`config.mk`:
```
export PLATFORM = sky130hd
export DESIGN_NAME = iccm_boot_loader
export DESIGN_NICKNAME = d
export VERILOG_FILES = /design/src/rtl/boot_loader_pkg.sv /design/src/rtl/iccm_boot_loader.sv
export SDC_FILE = /design/constraint.sdc
export NUM_CORES = 1
export LEC_CHECK = 0
export CELL_PAD_IN_SITES_DETAIL_PLACEMENT = 1
export CELL_PAD_IN_SITES_GLOBAL_PLACEMENT = 1
export CORE_MARGIN = 1
export CORE_UTILIZATION = 41
export CTS_CLUSTER_DIAMETER = 120
export DETAILED_ROUTE_END_ITERATION = 8
export HOLD_SLACK_MARGIN = 0.03
export MAX_ROUTING_LAYER = met4
export PLACE_DENSITY = 0.8
export SLEW_MARGIN = 20
export SYNTH_ARGS = -nofsm -noshare
export SYNTH_HDL_FRONTEND = slang
export SYNTH_SLANG_ARGS = --single-unit
export TNS_END_PERCENT = 50
```
`constraint.sdc`:
```
create_clock -name clk_i -period 2.45 [get_ports clk_i]
set_input_delay 0.3675 -clock clk_i [delete_from_list [all_inputs] [get_ports clk_i]]
set_output_delay 0.3675 -clock clk_i [all_outputs]
set_load 0.05 [all_outputs]
```
`src/rtl/boot_loader_pkg.sv`:
```
// Shared types for the ICCM boot loader: frame-parser states and error codes.
package boot_loader_pkg;

    typedef enum logic [2:0] {
        IDLE,
        LEN_LO,
        LEN_HI,
        DATA,
        CSUM,
        DONE,
        ERR
    } state_e;

    typedef enum logic [1:0] {
        ERR_NONE    = 2'd0,
        ERR_LEN     = 2'd1,
        ERR_CSUM    = 2'd2,
        ERR_TIMEOUT = 2'd3
    } err_e;

    localparam logic [7:0] SYNC_BYTE_DEFAULT = 8'hA5;

endpackage

```
`src/rtl/iccm_boot_loader.sv`:
```
// Framed boot-image loader: parses SYNC/LEN/DATA/CSUM bytes, writes LE words to ICCM, releases core reset on a clean image.
// Each word is written the cycle after its 4th byte; byte input has no backpressure, so every strobe is consumed.
module iccm_boot_loader
    import boot_loader_pkg::*;
#(
    parameter int          AW          = 12,
    parameter logic [7:0]  SYNC_BYTE   = SYNC_BYTE_DEFAULT,
    parameter int          TIMEOUT_CYC = 2_000_000
) (
    input  logic          clk_i,
    input  logic          rst_ni,
    input  logic          rx_dv_i,
    input  logic [7:0]    rx_byte_i,
    output logic          we_o,
    output logic [AW-1:0] addr_o,
    output logic [31:0]   wdata_o,
    output logic          core_rst_no,
    output logic          busy_o,
    output logic          done_o,
    output logic [1:0]    err_o
);

    localparam int LW = AW + 1;
    localparam int TW = (TIMEOUT_CYC > 1) ? $clog2(TIMEOUT_CYC) : 1;
    localparam logic [TW-1:0] TMAX = TW'((TIMEOUT_CYC > 0) ? TIMEOUT_CYC - 1 : 0);

    state_e        state;
    err_e          err_q;
    logic [7:0]    sum_q;
    logic [7:0]    len_lo_q;
    logic [LW-1:0] len_q;
    logic [LW-1:0] widx_q;
    logic [1:0]    bcnt_q;
    logic [23:0]   shreg_q;
    logic [TW-1:0] tcnt_q;

    logic [16:0]   len_field;
    logic          len_bad;
    logic          csum_ok;

    assign len_field = {1'b0, rx_byte_i, len_lo_q};
    assign len_bad   = (len_field == 17'd0) || (len_field > (17'd1 << AW));
    assign csum_ok   = (8'(sum_q + rx_byte_i) == 8'h00);
    assign err_o     = err_q;

    always_ff @(posedge clk_i or negedge rst_ni) begin
        if (!rst_ni) begin
            state       <= IDLE;
            err_q       <= ERR_NONE;
            we_o        <= 1'b0;
            addr_o      <= '0;
            wdata_o     <= '0;
            core_rst_no <= 1'b0;
            busy_o      <= 1'b0;
            done_o      <= 1'b0;
            sum_q       <= '0;
            len_lo_q    <= '0;
            len_q       <= '0;
            widx_q      <= '0;
            bcnt_q      <= '0;
            shreg_q     <= '0;
            tcnt_q      <= '0;
        end else begin
            we_o <= 1'b0;
            case (state)
                IDLE, DONE, ERR: begin
                    if (rx_dv_i && rx_byte_i == SYNC_BYTE) begin
                        state       <= LEN_LO;
                        err_q       <= ERR_NONE;
                        done_o      <= 1'b0;
                        core_rst_no <= 1'b0;
                        busy_o      <= 1'b1;
                        sum_q       <= '0;
                        widx_q      <= '0;
                        bcnt_q      <= '0;
                        tcnt_q      <= '0;
                    end
                end
                default: begin
                    if (rx_dv_i) begin
                        tcnt_q <= '0;
                        sum_q  <= sum_q + rx_byte_i;
                        case (state)
                            LEN_LO: begin
                                len_lo_q <= rx_byte_i;
                                state    <= LEN_HI;
                            end
                            LEN_HI: begin
                                if (len_bad) begin
                                    state  <= ERR;
                                    err_q  <= ERR_LEN;
                                    busy_o <= 1'b0;
                                end else begin
                                    len_q <= LW'(len_field);
                                    state <= DATA;
                                end
                            end
                            DATA: begin
                                bcnt_q <= bcnt_q + 2'd1;
                                if (bcnt_q == 2'd3) begin
                                    we_o    <= 1'b1;
                                    addr_o  <= widx_q[AW-1:0];
                                    wdata_o <= {rx_byte_i, shreg_q};
                                    widx_q  <= widx_q + LW'(1);
                                    // Last word: the write pulse lands while the checksum byte may already arrive.
                                    if (widx_q == len_q - LW'(1)) begin
                                        state <= CSUM;
                                    end
                                end else begin
                                    shreg_q <= {rx_byte_i, shreg_q[23:8]};
                                end
                            end
                            CSUM: begin
                                busy_o <= 1'b0;
                                if (csum_ok) begin
                                    state       <= DONE;
                                    done_o      <= 1'b1;
                                    core_rst_no <= 1'b1;
                                end else begin
                                    state <= ERR;
                                    err_q <= ERR_CSUM;
                                end
                            end
                            default: state <= IDLE;
                        endcase
                    end else if (TIMEOUT_CYC != 0 && tcnt_q == TMAX) begin
                        state  <= ERR;
                        err_q  <= ERR_TIMEOUT;
                        busy_o <= 1'b0;
                    end else begin
                        tcnt_q <= tcnt_q + TW'(1);
                    end
                end
            endcase
        end
    end

endmodule

```
; ---- Word-level counts from Yosys, hierarchy flattened
; Cells that the tools add are included.
[totals]
elab_cells = 110
regBits = 141
inputBits = 11
[classes]
n_addsub = 5
muxes = 46
n_eq_ne = 17
n_bitwise = 3
n_reduce_logical = 24
order_cmp = 1
[ops]
columns = cell, count
row1 = 2-to-1 mux 21 bit, 4
row2 = 2-to-1 mux 13 bit, 5
row3 = AND reduction 4 bit, 7
row4 = 2-to-1 mux 8 bit, 3
row5 = "adder 21 x 1 -> 21 bit, second input constant", 1
row6 = "equality test 21 bit, second input constant", 1
row7 = 2-to-1 mux 3 bit, 7
row8 = 2-to-1 mux 2 bit, 10
row9 = logical NOT 17 bit, 1
row10 = "> comparator 16 x 13 -> 1 bit, second input constant", 1
row11 = "!= test 4 bit, second input constant", 4
row12 = 2-to-1 mux 1 bit, 14
row13 = "adder 13 x 1 -> 13 bit, second input constant", 1
row14 = equality test 13 bit, 1
row15 = "subtractor 13 x 1 -> 13 bit, second input constant", 1
row16 = one-hot mux 3 bit (4 select lines), 1
row17 = nonzero test 2 bit, 5
row18 = "equality test 3 bit, second input constant", 3
row19 = adder 8 bit, 1
row20 = "equality test 8 bit, second input constant", 1
row21 = logical NOT 8 bit, 1
row22 = "equality test 3 x 2 -> 1 bit, second input constant", 2
row23 = AND reduction 3 bit, 2
row24 = AND reduction 5 bit, 1
row25 = 15 further kinds, 18

; ---- Depth between registers and ports, before layout
; Gate-level depths: netlist of run 1.
[logic_depth]
depth_word = 7
mapped_depth = 10

; ---- Least setup slack after synthesis of run 1
; Ideal clock, no wire load.
[synth_path]
kind = register to register
start = register len_q[3]
end = register state[0]
setup_slack_ps = -189
path_buffers = 1
stages_incl_launch_ff = 9
synth_period_minus_slack_ps = 2639
setup_time_ps = 87
arrival_ps = 2552
cell_sequence = dfrtp_1 buf_6 or4_4 or4_1 a21oi_1 o2111ai_1 o31a_1 a2111o_1 a22oi_1
[synth_between]
elab_chain_cells = 4
[synth_lines]
columns = element, line
row1 = from (decl), iccm_boot_loader.sv:31  ; logic [LW-1:0] len_q;
row2 = from (signal assigned), iccm_boot_loader.sv:94  ; len_q <= LW'(len_field);
row3 = subtractor 13 x 1 -> 13 bit, iccm_boot_loader.sv:106  ; if (widx_q == len_q - LW'(1)) begin
row4 = equality test 13 bit, iccm_boot_loader.sv:106
row5 = != test 4 bit (no source line), -
row6 = AND reduction 4 bit (no source line), -
row7 = to (signal assigned), iccm_boot_loader.sv:107  ; state <= CSUM;
row8 = to (signal assigned), iccm_boot_loader.sv:116  ; state <= DONE;
row9 = to (signal assigned), iccm_boot_loader.sv:120  ; state <= ERR;
row10 = to (decl), iccm_boot_loader.sv:27  ; state_e state;
; No other way between the ends.
; A chain may end at the register's enable or synchronous reset.

; ---- Final worst setup path of run 1
[layout_path]
start = register sum_q[0]
end = register state[0]
[layout_between]
elab_chain_cells = 6
[layout_lines]
columns = element, line
row1 = from (decl), iccm_boot_loader.sv:29  ; logic [7:0] sum_q;
row2 = from (signal assigned), iccm_boot_loader.sv:82  ; sum_q <= sum_q + rx_byte_i;
row3 = adder 8 bit, iccm_boot_loader.sv:43  ; assign csum_ok = (8'(sum_q + rx_byte_i) == 8'h00);
row4 = logical NOT 8 bit, iccm_boot_loader.sv:43
row5 = 2-to-1 mux 2 bit, iccm_boot_loader.sv:115  ; if (csum_ok) begin
row6 = one-hot mux 3 bit (4 select lines), iccm_boot_loader.sv:83  ; case (state)
row7 = 2-to-1 mux 3 bit, iccm_boot_loader.sv:80  ; if (rx_dv_i) begin
row8 = 2-to-1 mux 3 bit, iccm_boot_loader.sv:65  ; case (state)
row9 = to (signal assigned), iccm_boot_loader.sv:68  ; state <= LEN_LO;
row10 = to (signal assigned), iccm_boot_loader.sv:86  ; state <= LEN_HI;
row11 = to (signal assigned), iccm_boot_loader.sv:116
; No other way between the ends.

==> impl_metrics.json, run 1 <==
{
  "outcome": "finished, violations left",
  "violations": "setup timing",
  "clock_path_buffers": 2,
  "dp.cells": 997,
  "hpwl_um": 13800,
  "cts_buffers": 17,
  "fin_crit_sh_pct": 106,
  "rsz0062_at_grt": "yes",
  "finalWorstSetupSlack_ns": -0.146,
  "syn_inst": 680,
  "cp-start-kind": "flop",
  "track_usage_pct": 26.3,
  "wirelength_um": 20400,
  "grt_max_degree": 53,
  "portBuffers": 60,
  "power_switching_mw": 4.01,
  "yosys.cell_types.count": 60,
  "ys_seq_area_share_pct": 51.9,
  "cp-end-kind": "flop",
  "tightestPinTransition_ns": 0.633,
  "cap_violations": 0,
  "clkPwrFrac_pct": 26.4,
  "tritoncts": "built",
  "drt-initial-drc-count": 328,
  "std_cell_rows": 46,
  "min_period_ns": 2.60,
  "drive_above_1_share_pct": 22.2,
  "hp-class": "input port to flop",
  "crit_family": "compound AO/OA/AOI/OAI gates",
  "clk_latency_ns": 0.44,
  "die_y_um": 131,
  "syn_area_mm2": 0.00680,
  "crit_buf_inv": 2,
  "syn-num-nets": 703,
  "worstPathCellList": "ha_4 -> inv_2 -> fa_2 -> nor2b_2 -> o31a_1 -> a21oi_2 -> nor4_2 -> buf_4 -> nand4_1 -> a2111o_1 -> a22oi_1",
  "clock-sinks": 141,
  "wl_per_cell_um": 19.7,
  "grt_pass1_wl_um": 32700,
  "path_max_fanout": 2,
  "first_pass_iters": 4,
  "skew_ns": 0.0171,
  "die_width_um": 131,
  "vias": 5671,
  "place.gp.congestion": 0.926,
  "synth-seq-cells": 141,
  "grt_antenna_before_repair": 1,
  "post_drt_via_cell_ratio": 5.49,
  "async_flop_share_pct": 100,
  "grt-ovfl-total": 0,
  "first_global_vias": 6124,
  "internal_power_mw": 6.17,
  "fmax_mhz": 385,
  "setup_viol": 4,
  "clk_pin_slew_ns": 0.08,
  "required_ns": 2.81,
  "area_growth_syn_to_layout_pct": 30.9,
  "fin_tns_setup_ns": -0.312,
  "irDropWorstVdd_uv": 626,
  "synth_warnings": 0,
  "fin_area_mm2": 0.00890,
  "htree_levels": 4,
  "io_pins": 61,
  "p_seq_share_pct": 34.7,
  "maxSlewHeadroom_pct": 57.5,
  "fillerInstances": 1728,
  "place_area_mm2": 0.00812,
  "switching_share_pct": 39.4,
  "core-area_mm2": 0.0161,
  "slew_viol_final": 0,
  "ys.flop_type": "dfrtp_1",
  "cts_root_buffer": "clkbuf_16",
  "critical_path_class": "flop to flop",
  "final_nets": 826,
  "initial_core_util_pct": 42.3,
  "route.detailed.drc": 0,
  "die_area_mm2": 0.0171,
  "combPwrFrac_pct": 38.9,
  "power.leakage_nw": 4.22,
  "crit_arrival_ns": 2.95,
  "final_cells": 1033,
  "cp_slowest_cell": "dfrtp_1",
  "utilization_pct": 55.4,
  "power.density_mw_per_mm2": 1140,
  "max_stage_delay_ns": 0.40,
  "hold_viol_final": 0,
  "synth_edf_count": 0,
  "ant_nets": 0,
  "postSynthAreaPerCell_um2": 10.0
}
## worst paths after layout
check,from,end,slack (ns),cells past startpoint
setup / recovery,sum_q[0],state[0],-0.15,11
min in group asynchronous,rst_ni,addr_o[2],0.44,2
setup reg to reg,sum_q[0],state[0],-0.15,11
max in group asynchronous,rst_ni,wdata_o[23],1.29,3
hold / removal,rx_byte_i[1],shreg_q[17],0.38,2
hold reg to reg,wdata_o[14],wdata_o[14],0.48,2
## metrics by stage
| step | hold slack, ns | power, mW | setup slack (ns) |
|---|---|---|---|
| 5_1_grt | 0.389 | 10.7 | -0.220 |
| 3_3_place_gp | 0.316 | 6.95 | -0.757 |
| 2_1_floorplan | 0.0719 | 5.77 | -0.00000644 |
| 3_5_place_dp | 0.326 | 7.19 | -0.890 |
| 4_1_cts | 0.361 | 10.0 | -0.103 |
| 6_report | 0.382 | 10.2 | -0.146 |
## placed cells by master (no fill, tap or decap), types with 3 or more instances in the layout
cell / synthesis / routed
inv_8: 0 / 5
o21ai_0: 23 / 22
o2111a_1: 3 / 3
ha_1: 11 / 8
nor4_1: 11 / 6
inv_1: 16 / 15
buf_4: 1 / 71
nand4_1: 14 / 14
nand3_1: 20 / 19
inv_6: 0 / 3
dfrtp_1: 141 / 141
nor4_2: 0 / 4
and3_1: 10 / 10
nor2b_1: 5 / 4
mux2_2: 46 / 44
nand2b_1: 3 / 3
nand2_1: 157 / 156
nor3_1: 10 / 8
xnor2_1: 21 / 21
xor2_1: 31 / 31
a31oi_1: 5 / 5
a21oi_1: 8 / 6
clkinv_8: 0 / 4
nor2_1: 48 / 48
dlygate4sd2_1: 0 / 3
nor3b_1: 4 / 4
a211oi_2: 0 / 4
clkbuf_16: 0 / 17
a32o_1: 5 / 5
o31ai_1: 4 / 4
nand4b_1: 4 / 4
and2_1: 4 / 4
clkdlybuf4s50_1: 0 / 54
## cell type report
| cell class | count | area [µm²] | area share (%) |
|---|---|---|---|
| multi-input combinational | 493 | 3230 | 36.3 |
| inverter | 16 | 60.1 | 0.675 |
| timing repair buffer | 134 | 1190 | 13.3 |
| clock inverter | 15 | 194 | 2.18 |
| sequential | 141 | 3530 | 39.7 |
| clock buffer | 17 | 425 | 4.78 |
| tap | 216 | 270 | 3.04 |
| antenna | 1 | 2.50 | 0.0281 |
## worst register-to-register path: stages, from the launching register on
cell and delay (ns):
dfrtp_1 0.40, ha_4 0.16, inv_2 0.04, fa_2 0.35
nor2b_2 0.16, o31a_1 0.18, a21oi_2 0.06, nor4_2 0.34
buf_4 0.17, nand4_1 0.12, a2111o_1 0.39, a22oi_1 0.16
## registers in the layout, indices dropped and copies added (netlist names), 3 cells and up
signal / flops
wdata_o: 32
addr_o: 12
len_lo_q: 8
sum_q: 8
widx_q: 13
shreg_q: 24
state: 3
len_q: 13
tcnt_q: 21
## cell usage after synthesis, types with 3 or more instances
cell type	n	share of area, %
nand3_1	20	1.5
xnor2_1	21	2.7
o31ai_1	4	0.44
a31oi_1	5	0.46
mux2_2	46	7.6
ha_1	11	2.0
inv_1	16	0.88
o21ai_0	23	1.7
and3_1	10	0.92
o2111a_1	3	0.50
nand4b_1	4	0.52
nor2b_1	5	0.46
nand2_1	157	8.7
xor2_1	31	4.0
nor4_1	11	1.0
nor3_1	10	0.74
a32o_1	5	0.74
nand4_1	14	1.3
clkbuf_1	26	1.4
nand2b_1	3	0.28
a211oi_1	4	0.44
dfrtp_1	141	52
nor3b_1	4	0.44
a21oi_1	8	0.59
and2_1	4	0.37
nor2_1	48	2.6
## logic make-up after synthesis
kind of cell	after synthesis	share of synthesized area, %
fa+ha+maj	12	2.32
buf+inv	46	2.71
simple gates	302	20.3
xor+xnor	52	6.70
flops	141	51.9
mux	47	7.77
compound gates	80	8.30
## repair_timing
action,CTS,global route
endpoints found under the hold margin,42,0
setup endpoints to repair,8,14
hold buffers,1,0
resized for setup,15,16
buffers inserted,2,0
pin swaps,3,4
## power by group through the flow
stage,Sequential [mW],Combinational [mW],Clock (mW)
6_report,3.53,3.95,2.69
2_1_floorplan,3.88,1.89,0
3_5_place_dp,3.52,3.67,0
3_3_place_gp,3.46,3.49,0
4_1_cts,3.52,3.80,2.71
5_1_grt,3.61,4.28,2.80
## routing by layer
layer	up-vias	GRT usage [%]	part of all wire, %
li1	2595	-	-
met1	2900	31.2	42
met2	138	45.2	52
met3	38	5.01	4.0
met4	0	8.45	1.9
met5	-	-	0
Power figures use the tool's default switching activity.
==> run 2, diff against run 1 <==
HOLD_SLACK_MARGIN = not set   (was 0.03)
==> results of run 2 <==
Final layout, timing and power as in run 1 (identical DEF).
==> run 3, diff against run 2 <==
==> constraint.sdc (replaced) <==
create_clock -name clk_i -period 2.45 [get_ports clk_i]
set_input_delay 0.49 -clock clk_i [delete_from_list [all_inputs] [get_ports clk_i]]
set_output_delay 0.49 -clock clk_i [all_outputs]
set_load 0.05 [all_outputs]
==> impl_metrics.json, run 3 (same netlist as run 1, synthesis figures left out) <==
{
  "r2r-end": "state[0]",
  "hold_viol_final": 1,
  "cp-start-kind": "flop",
  "fmax_mhz": 353,
  "std_cell_rows": 46,
  "dp_slack_ns": -1.12,
  "grt_max_degree": 54,
  "hpwl_um": 13600,
  "fin_tns_setup_ns": -1.15,
  "cp-startpoint": "sum_q[0]",
  "largestRegisters": "wdata_o: 32 flops, shreg_q: 24 flops, tcnt_q: 21 flops",
  "finalWorstSetupSlack_ns": -0.380,
  "die_area_mm2": 0.0171,
  "wl_per_cell_um": 20.1,
  "place_area_mm2": 0.00814,
  "irDropWorstVdd_uv": 693,
  "slew_viol_final": 0,
  "cp-end-kind": "flop",
  "outcome": "finished, violations left",
  "min_period_ns": 2.83,
  "mostFrequentLayoutCells": "156 x nand2_1, 141 x dfrtp_1, 77 x buf_4, 52 x clkdlybuf4s50_1, 47 x nor2_1",
  "core-area_mm2": 0.0161,
  "portBuffers": 60,
  "grt_antenna_before_repair": 0,
  "power.leakage_nw": 4.27,
  "final_common_cell": "nand2_1",
  "largest_register_ffs": 32,
  "drt-initial-drc-count": 379,
  "cts_hold_buf": 0,
  "htree_levels": 4,
  "power.density_mw_per_mm2": 1150,
  "tritoncts": "built",
  "place.gp.congestion": 0.933,
  "rsz0062_at_grt": "yes",
  "clock_path_buffers": 2,
  "setup_viol": 5,
  "fin_crit_sh_pct": 116,
  "cts_root_buffer": "clkbuf_16",
  "clock-sinks": 141,
  "r2r_start": "sum_q[0]",
  "multi_input_area_mm2": 0.00328,
  "grt_pass1_wl_um": 32800,
  "clk_pin_slew_ns": 0.07,
  "hp-class": "input port to async pin",
  "critical_path_class": "flop to flop",
  "whs_ns": -0.000540,
  "initial_core_util_pct": 42.3,
  "final_nets": 836,
  "ant_nets": 0,
  "drive_above_1_share_pct": 24.0,
  "grt-ovfl-total": 0,
  "route.detailed.drc": 0,
  "first_global_vias": 6222,
  "skew_ns": 0.00989,
  "fin_area_mm2": 0.00902,
  "die_y_um": 131,
  "maxSlewHeadroom_pct": 58.0,
  "post_drt_via_cell_ratio": 5.49,
  "tightestPinTransition_ns": 0.626,
  "top_register": "wdata_o",
  "wirelength_um": 20900,
  "first_pass_iters": 4,
  "reg2reg_depth": 11,
  "area_growth_syn_to_layout_pct": 32.7,
  "vias": 5720,
  "cts_buffers": 17,
  "area.sequential_mm2": 0.00353,
  "cap_violations": 0,
  "fillerInstances": 1701,
  "die_width_um": 131,
  "diodes": 0,
  "power.total_mw": 10.4,
  "crit_arrival_ns": 3.17,
  "track_usage_pct": 26.5,
  "ff2ff_setup_slack_ns": -0.38,
  "io_pins": 61,
  "violations": "hold timing, setup timing",
  "clk_latency_ns": 0.43,
  "required_ns": 2.79,
  "path_max_fanout": 2
}
-- run 3: changes by cell type in the layout (fill, tap and decap cells not counted), sizes merged --
cell           delta
buf              +11
clkdlybuf4s50     -2
clkinv            -2
inv               +2
clkbuf            +1
clkdlybuf4s15     +1
diode             -1
dlygate4sd3       -1
-- run 3: metrics by stage --
stage / util [%] / cells
global placement: 50.7 / 997
global route: 56.2 / 1042
finish: 56.2 / 1042
detailed placement: 50.7 / 997
CTS: 55.5 / 1037
floorplan: - / 680
-- run 3: worst max-delay path: stages (launching register included) --
cell and delay, ns:
dfrtp_1 0.39, ha_2 0.21, inv_2 0.04, fa_2 0.36
buf_6 0.15, xor2_4 0.15, nand3b_1 0.15, nor4_4 0.39
buf_4 0.18, nand4_1 0.12, a2111o_1 0.42, a22oi_2 0.20
-- run 3: area by class of cell --
cell class | instances | share of cell area (%)
Sequential cell | 141 | 39.1
Clock inverter | 15 | 1.87
Inverter | 16 | 0.666
Clock buffer | 17 | 4.71
Multi-Input combinational cell | 493 | 36.4
Tap cell | 216 | 3.00
Timing Repair Buffer | 144 | 14.3
-- run 3: where the power goes --
part,internal [mW],leakage [nW],switching (mW)
combinational,1.89,2.10,2.35
sequential,2.96,1.87,0.569
clock,1.46,0.292,1.17
-- run 3: how the worst max path moves through the flow --
stage,end,slack (ns),depth (start not counted)
finish,state[0],-0.38,11
detailed placement,state[0],-1.12,12
global placement,state[0],-0.85,12
floorplan,state[0],-0.07,8
global route,state[0],-0.47,11
CTS,state[0],-0.33,11
-- run 3: per-layer routing --
| layer | GRT usage (%) | up-vias | share of wire [%] |
|---|---|---|---|
| met5 | - | - | 0 |
| met4 | 9.06 | 0 | 2.1 |
| met3 | 4.56 | 41 | 2.9 |
| met2 | 45.3 | 137 | 51 |
| met1 | 31.5 | 2932 | 44 |
| li1 | - | 2610 | - |
-- run 3: repair_timing --
action | CTS | global route
cloned | 0 | 1
endpoints found under the setup margin | 44 | 34
pin swaps | 12 | 9
buffers inserted | 9 | 5
resized for setup | 30 | 21
